$ cat src/rtl/population_count_accumulator.sv
// Packet popcount accumulator: sums per-word popcounts over a valid/ready packet and
// presents total + word count. Optional macro POPCOUNT_SATURATE_EN clamps on overflow.

module population_count_combinational #(
  parameter int DATA_WIDTH = 32,
  parameter int CNT_WIDTH  = $clog2(DATA_WIDTH) + 1
) (
  input  logic [DATA_WIDTH-1:0] data_i,
  output logic [CNT_WIDTH-1:0]  count_o
);
  always_comb begin
    count_o = '0;
    for (int i = 0; i < DATA_WIDTH; i++) count_o = count_o + CNT_WIDTH'(data_i[i]);
  end
endmodule

module population_count_accumulator #(
  parameter int DATA_WIDTH     = 32,
  parameter int ACC_WIDTH      = 16,
  parameter int WORD_CNT_WIDTH = 8
) (
  input  logic                      clk_i,
  input  logic                      rst_n_i,
  input  logic [DATA_WIDTH-1:0]     data_i,
  input  logic                      valid_i,
  input  logic                      last_i,
  output logic                      ready_o,
  output logic [ACC_WIDTH-1:0]      count_o,
  output logic [WORD_CNT_WIDTH-1:0] words_o,
  output logic                      overflow_o,
  output logic                      valid_o,
  input  logic                      ready_i
);
  localparam int PC_W = $clog2(DATA_WIDTH) + 1;

  typedef enum logic {ST_ACC, ST_OUT} state_t;

  state_t                    state_q, state_d;
  logic [ACC_WIDTH-1:0]      acc_q, acc_d;
  logic [WORD_CNT_WIDTH-1:0] word_cnt_q, word_cnt_d;
  logic                      ovf_q, ovf_d;
  logic [ACC_WIDTH-1:0]      count_q, count_d;
  logic [WORD_CNT_WIDTH-1:0] words_q, words_d;
  logic                      ovf_out_q, ovf_out_d;

  logic [PC_W-1:0]      pc;
  logic [ACC_WIDTH:0]   sum;
  logic                 carry;

  population_count_combinational #(.DATA_WIDTH(DATA_WIDTH), .CNT_WIDTH(PC_W)) u_pc (
    .data_i  (data_i),
    .count_o (pc)
  );

  // One spare bit above the accumulator catches the carry for overflow detection.
  assign sum   = {1'b0, acc_q} + {{(ACC_WIDTH+1-PC_W){1'b0}}, pc};
  assign carry = sum[ACC_WIDTH];

  always_comb begin
    state_d    = state_q;
    acc_d      = acc_q;
    word_cnt_d = word_cnt_q;
    ovf_d      = ovf_q;
    count_d    = count_q;
    words_d    = words_q;
    ovf_out_d  = ovf_out_q;
    case (state_q)
      ST_ACC: begin
        if (valid_i) begin
          word_cnt_d = word_cnt_q + WORD_CNT_WIDTH'(1);
          ovf_d      = ovf_q | carry;
`ifdef POPCOUNT_SATURATE_EN
          acc_d      = (ovf_q | carry) ? '1 : sum[ACC_WIDTH-1:0];
`else
          acc_d      = sum[ACC_WIDTH-1:0];
`endif
          if (last_i) begin
            state_d   = ST_OUT;
            count_d   = acc_d;
            words_d   = word_cnt_d;
            ovf_out_d = ovf_d;
          end
        end
      end
      ST_OUT: begin
        // Result registers keep the last packet after the handshake; only the
        // running state is cleared for the next packet.
        if (ready_i) begin
          state_d    = ST_ACC;
          acc_d      = '0;
          word_cnt_d = '0;
          ovf_d      = 1'b0;
        end
      end
      default: state_d = ST_ACC;
    endcase
  end

  always_ff @(posedge clk_i or negedge rst_n_i) begin
    if (!rst_n_i) begin
      state_q    <= ST_ACC;
      acc_q      <= '0;
      word_cnt_q <= '0;
      ovf_q      <= 1'b0;
      count_q    <= '0;
      words_q    <= '0;
      ovf_out_q  <= 1'b0;
    end else begin
      state_q    <= state_d;
      acc_q      <= acc_d;
      word_cnt_q <= word_cnt_d;
      ovf_q      <= ovf_d;
      count_q    <= count_d;
      words_q    <= words_d;
      ovf_out_q  <= ovf_out_d;
    end
  end

  assign ready_o    = (state_q == ST_ACC);
  assign valid_o    = (state_q == ST_OUT);
  assign count_o    = count_q;
  assign words_o    = words_q;
  assign overflow_o = ovf_out_q;
endmodule

$ cat config.mk
export PLATFORM = sky130hd
export DESIGN_NAME = population_count_accumulator
export DESIGN_NICKNAME = d
export VERILOG_FILES = /design/src/rtl/population_count_accumulator.sv
export SDC_FILE = /design/constraint.sdc
export NUM_CORES = 1
export LEC_CHECK = 0
export CORE_ASPECT_RATIO = 2
export CORE_UTILIZATION = 40
export CTS_BUF_LIST = sky130_fd_sc_hd__clkbuf_2 sky130_fd_sc_hd__clkbuf_4 sky130_fd_sc_hd__clkbuf_8
export DETAILED_ROUTE_END_ITERATION = 10
export PLACE_DENSITY = 0.75
export SETUP_SLACK_MARGIN = 0.5
export SYNTH_ARGS = -nofsm -noshare
export SYNTH_HDL_FRONTEND = slang
export SYNTH_SLANG_ARGS = --single-unit
export TNS_END_PERCENT = 1
$ cat constraint.sdc
create_clock -name clk_i -period 5.35 [get_ports clk_i]
set_input_delay 1.605 -clock clk_i [delete_from_list [all_inputs] [get_ports clk_i]]
set_output_delay 1.605 -clock clk_i [all_outputs]
set_load 0.02 [all_outputs]
==> results.json <==
{
  "run_status": "finished, violations left",
  "failed_checks": "negative setup slack",
  "critPathLaunchType": "input port",
  "drt_iter0_drc": 164,
  "final_hold_viol_count": 0,
  "floorplan.die.height_um": 133.2,
  "synth-xor-area-share_pct": 5.340,
  "core_area_um2": 8292,
  "drv_cap": 0,
  "nets": 523,
  "post_synth_and_or_nand_nor_area_fraction_pct": 11.73,
  "synth_compound_area_share_pct": 16.09,
  "maximum_number_of_pins_on_one_net_before_global_route_repair": 52,
  "drive_gt1_share_pct": 18.83,
  "post-dp-hpwl_um": 5823,
  "fp.dieArea_um2": 9009,
  "crit_type": "input port to register",
  "fmax_ghz": 0.1398,
  "clock_tree.buffer_depth": 2,
  "synth.top_cell.area_share_pct": 37.05,
  "clock-root-buffer": "sky130_fd_sc_hd__clkbuf_8",
  "ys_ff_latch": 51,
  "post-route-cell-area_um2": 4536,
  "timing.hold.worst.class": "register to register",
  "gp_congestion": 0.8812,
  "synth_cell_types": 47,
  "post-place-cells": 535,
  "drc_errors": 0,
  "grt_setup_unrepaired": "yes",
  "mostFrequentLayoutCells": "51 x sky130_fd_sc_hd__dfrtp_1, 49 x sky130_fd_sc_hd__inv_1, 46 x sky130_fd_sc_hd__clkdlybuf4s50_1",
  "grt_pass1_wl_um": 12740,
  "synthesis_warning_total": 0,
  "cp_slowest_stage_delay_ns": 0.52,
  "grt_antenna_before_repair": 0,
  "critPathArrivalTime_ns": 7.36,
  "routed_wirelength_um": 7365,
  "synth_area_per_cell_um2": 9.437,
  "yosysSeqAreaShare_pct": 37.05,
  "n_antenna_cell": 0,
  "cts_hold_buf": 0,
  "globalRoute.totalOverflow": 0,
  "netlist_top_cells_area": "sky130_fd_sc_hd__dfrtp_1 37%, sky130_fd_sc_hd__fa_1 15%, sky130_fd_sc_hd__o21ai_0 7.3%, sky130_fd_sc_hd__inv_1 6.4%, sky130_fd_sc_hd__ha_1 5.8%",
  "avgViaCountPerCell": 5.085,
  "post_synth_inst_count": 365,
  "largest_area_contributor_in_the_netlist": "sky130_fd_sc_hd__dfrtp_1",
  "final_setup_violation_count": 34,
  "critical_path_peak_fanout": 8,
  "clk_latency_ns": 0.32,
  "cp_common_cell": "sky130_fd_sc_hd__fa_1",
  "layout_min_cycle_time_ns": 7.152,
  "fin_cells": 544,
  "postSynthNetCount": 443,
  "critical-path-top-delay-family": "adder cells",
  "row_count": 47,
  "drt_pre_antenna_iters": 4,
  "die_w_um": 67.62,
  "grt_pass1_vias": 2855,
  "routedWlPerCell_um": 13.54,
  "dr_total_vias": 2766,
  "cts_inserted_buffers": 5,
  "start_util_pct": 41.54,
  "critical_path_buf_inv_count": 3,
  "slew_headroom_pct": 41.61,
  "ant_nets": 0,
  "grtUsageTotal_pct": 18.65,
  "layout_commonest_cell": "sky130_fd_sc_hd__dfrtp_1",
  "worstPathRequired_ns": 5.55,
  "muxShareOfSynthArea_pct": 1.235,
  "top_level_ports": 64,
  "finClkSkew_ns": 0.01643,
  "cts_tree": "yes",
  "worstMarginPinSlew_ns": 0.8737,
  "yosys.area_share.adder_pct": 20.34,
  "post_dp_cell_area_um2": 4322,
  "largest_family_of_logic_cells_by_synthesized_area": "adder cells",
  "cts_num_sinks": 51,
  "worst_path_max_delay_cell": "sky130_fd_sc_hd__fa_1",
  "post-route-period-util_pct": 133.7,
  "place.port_buffers": 63,
  "worst_setup_path_end_kind": "register",
  "syn2layout_area_growth_pct": 31.67,
  "path_clk_slew_ns": 0.09,
  "crit_path_cell_trace": "buf_6 -> ha_4 -> inv_2 -> fa_1 -> fa_1 -> fa_1 -> fa_1 -> fa_1 -> fa_1 -> fa_2 -> fa_2 -> inv_2 -> a21o_1 -> a21oi_2 -> xnor2_2 -> ha_1 -> nand2_2 -> o311ai_4 -> and4_4 -> mux2i_1 -> nand2_1",
  "syn-cell-area_um2": 3445,
  "cts_max_level": 2,
  "drv_slew": 0,
  "worst_slack_ns": -1.802
}
path summary, 6_finish.rpt:
kind / start / endpoint / slack [ns] / cells after the start
worst min register to register: count_o[11]$_DFFE_PN0P_ / count_o[11]$_DFFE_PN0P_ / 0.49 / 2
max in group asynchronous: rst_n_i / acc_q[7]$_DFFE_PN0P_ / 3.52 / 2
worst max register to register: acc_q[0]$_DFFE_PN0P_ / acc_q[10]$_DFFE_PN0P_ / 3.07 / 9
min in group asynchronous: rst_n_i / words_o[6]$_DFFE_PN0P_ / 1.37 / 2
worst min-delay path: count_o[11]$_DFFE_PN0P_ / count_o[11]$_DFFE_PN0P_ / 0.49 / 2
worst max-delay path: data_i[0] / acc_q[15]$_DFFE_PN0P_ / -1.80 / 21
timing repair:
action,in CTS,in global routing
buffers inserted,0,1
resized for setup,41,40
setup endpoints to repair,34,34
pin swaps,25,34
Yosys cell counts (all sizes together):
cell type / instances
or3: 1
o311ai: 3
o2111a: 1
o31ai: 4
xor2: 7
or4: 1
a31oi: 5
clkbuf: 9
nor3: 1
or2: 1
mux2: 2
mux2i: 2
nand2b: 3
o21ai: 53
or4b: 1
buf: 4
a211oi: 1
and2: 5
fa: 25
o21a: 2
nor2b: 5
a21o: 3
dfrtp: 51
nand2: 44
nor2: 10
a211o: 1
xnor2: 14
and4: 2
and3: 6
nand3: 5
a21oi: 13
o2111ai: 1
o211ai: 1
ha: 16
o21ba: 1
inv: 59
a22o: 2
logic make-up (layout without fill, tap and decap cells):
family          Yosys count  after routing
mux                       4              4
simple gates             85             85
xor+xnor                 21             21
buf+inv                  72            153
compound gates           91             91
flops                    51             51
fa+ha+maj                41             41
tightest hold or removal path: cells and delay by family, from the launching register on:
| kind | cells | cell delay (ns) |
|---|---|---|
| flops | 1 | 0.35 |
| compound gates | 1 | 0.06 |
| simple gates | 1 | 0.05 |
stage by stage:
step                utilization (%)  setup TNS (ns)  setup WS [ns]  hold slack, ns
finish                        54.70          -49.44         -1.802          0.4861
global route                  54.70          -57.13         -2.017          0.5060
CTS                           53.45          -55.52         -1.971          0.4920
detailed placement            52.12          -77.78         -2.642          0.4689
global placement              52.12          -72.08         -2.391          0.4602
floorplan                         -          -49.98         -1.825          0.4472
sequential cells by signal, indices dropped and copies added, names as in the netlist:
name        cells
acc_q          16
valid_o         1
overflow_o      1
count_o        16
word_cnt_q      8
ovf_q           1
words_o         8
layout make-up:
type                    count  area [um2]
well taps                  98       122.6
clock buffers               6       82.58
clock inverters             2       16.27
fillers                   732        3756
flip-flops and latches     51        1276
repair buffers             86       774.5
multi-input cells         242        2042
inverters                  59       221.5
layer usage:
| metal | global-route usage, % | vias to the layer above | share of wire (%) |
|---|---|---|---|
| li1 | - | 1351 | - |
| met1 | 19.83 | 1328 | 36 |
| met2 | 33.88 | 73 | 57 |
| met3 | 1.798 | 14 | 2.8 |
| met4 | 10.17 | 0 | 3.3 |
| met5 | 0 | - | 0 |
Power is not shown: default switching activity piles up to over one toggle a cycle in this logic, so the estimate is an artifact.
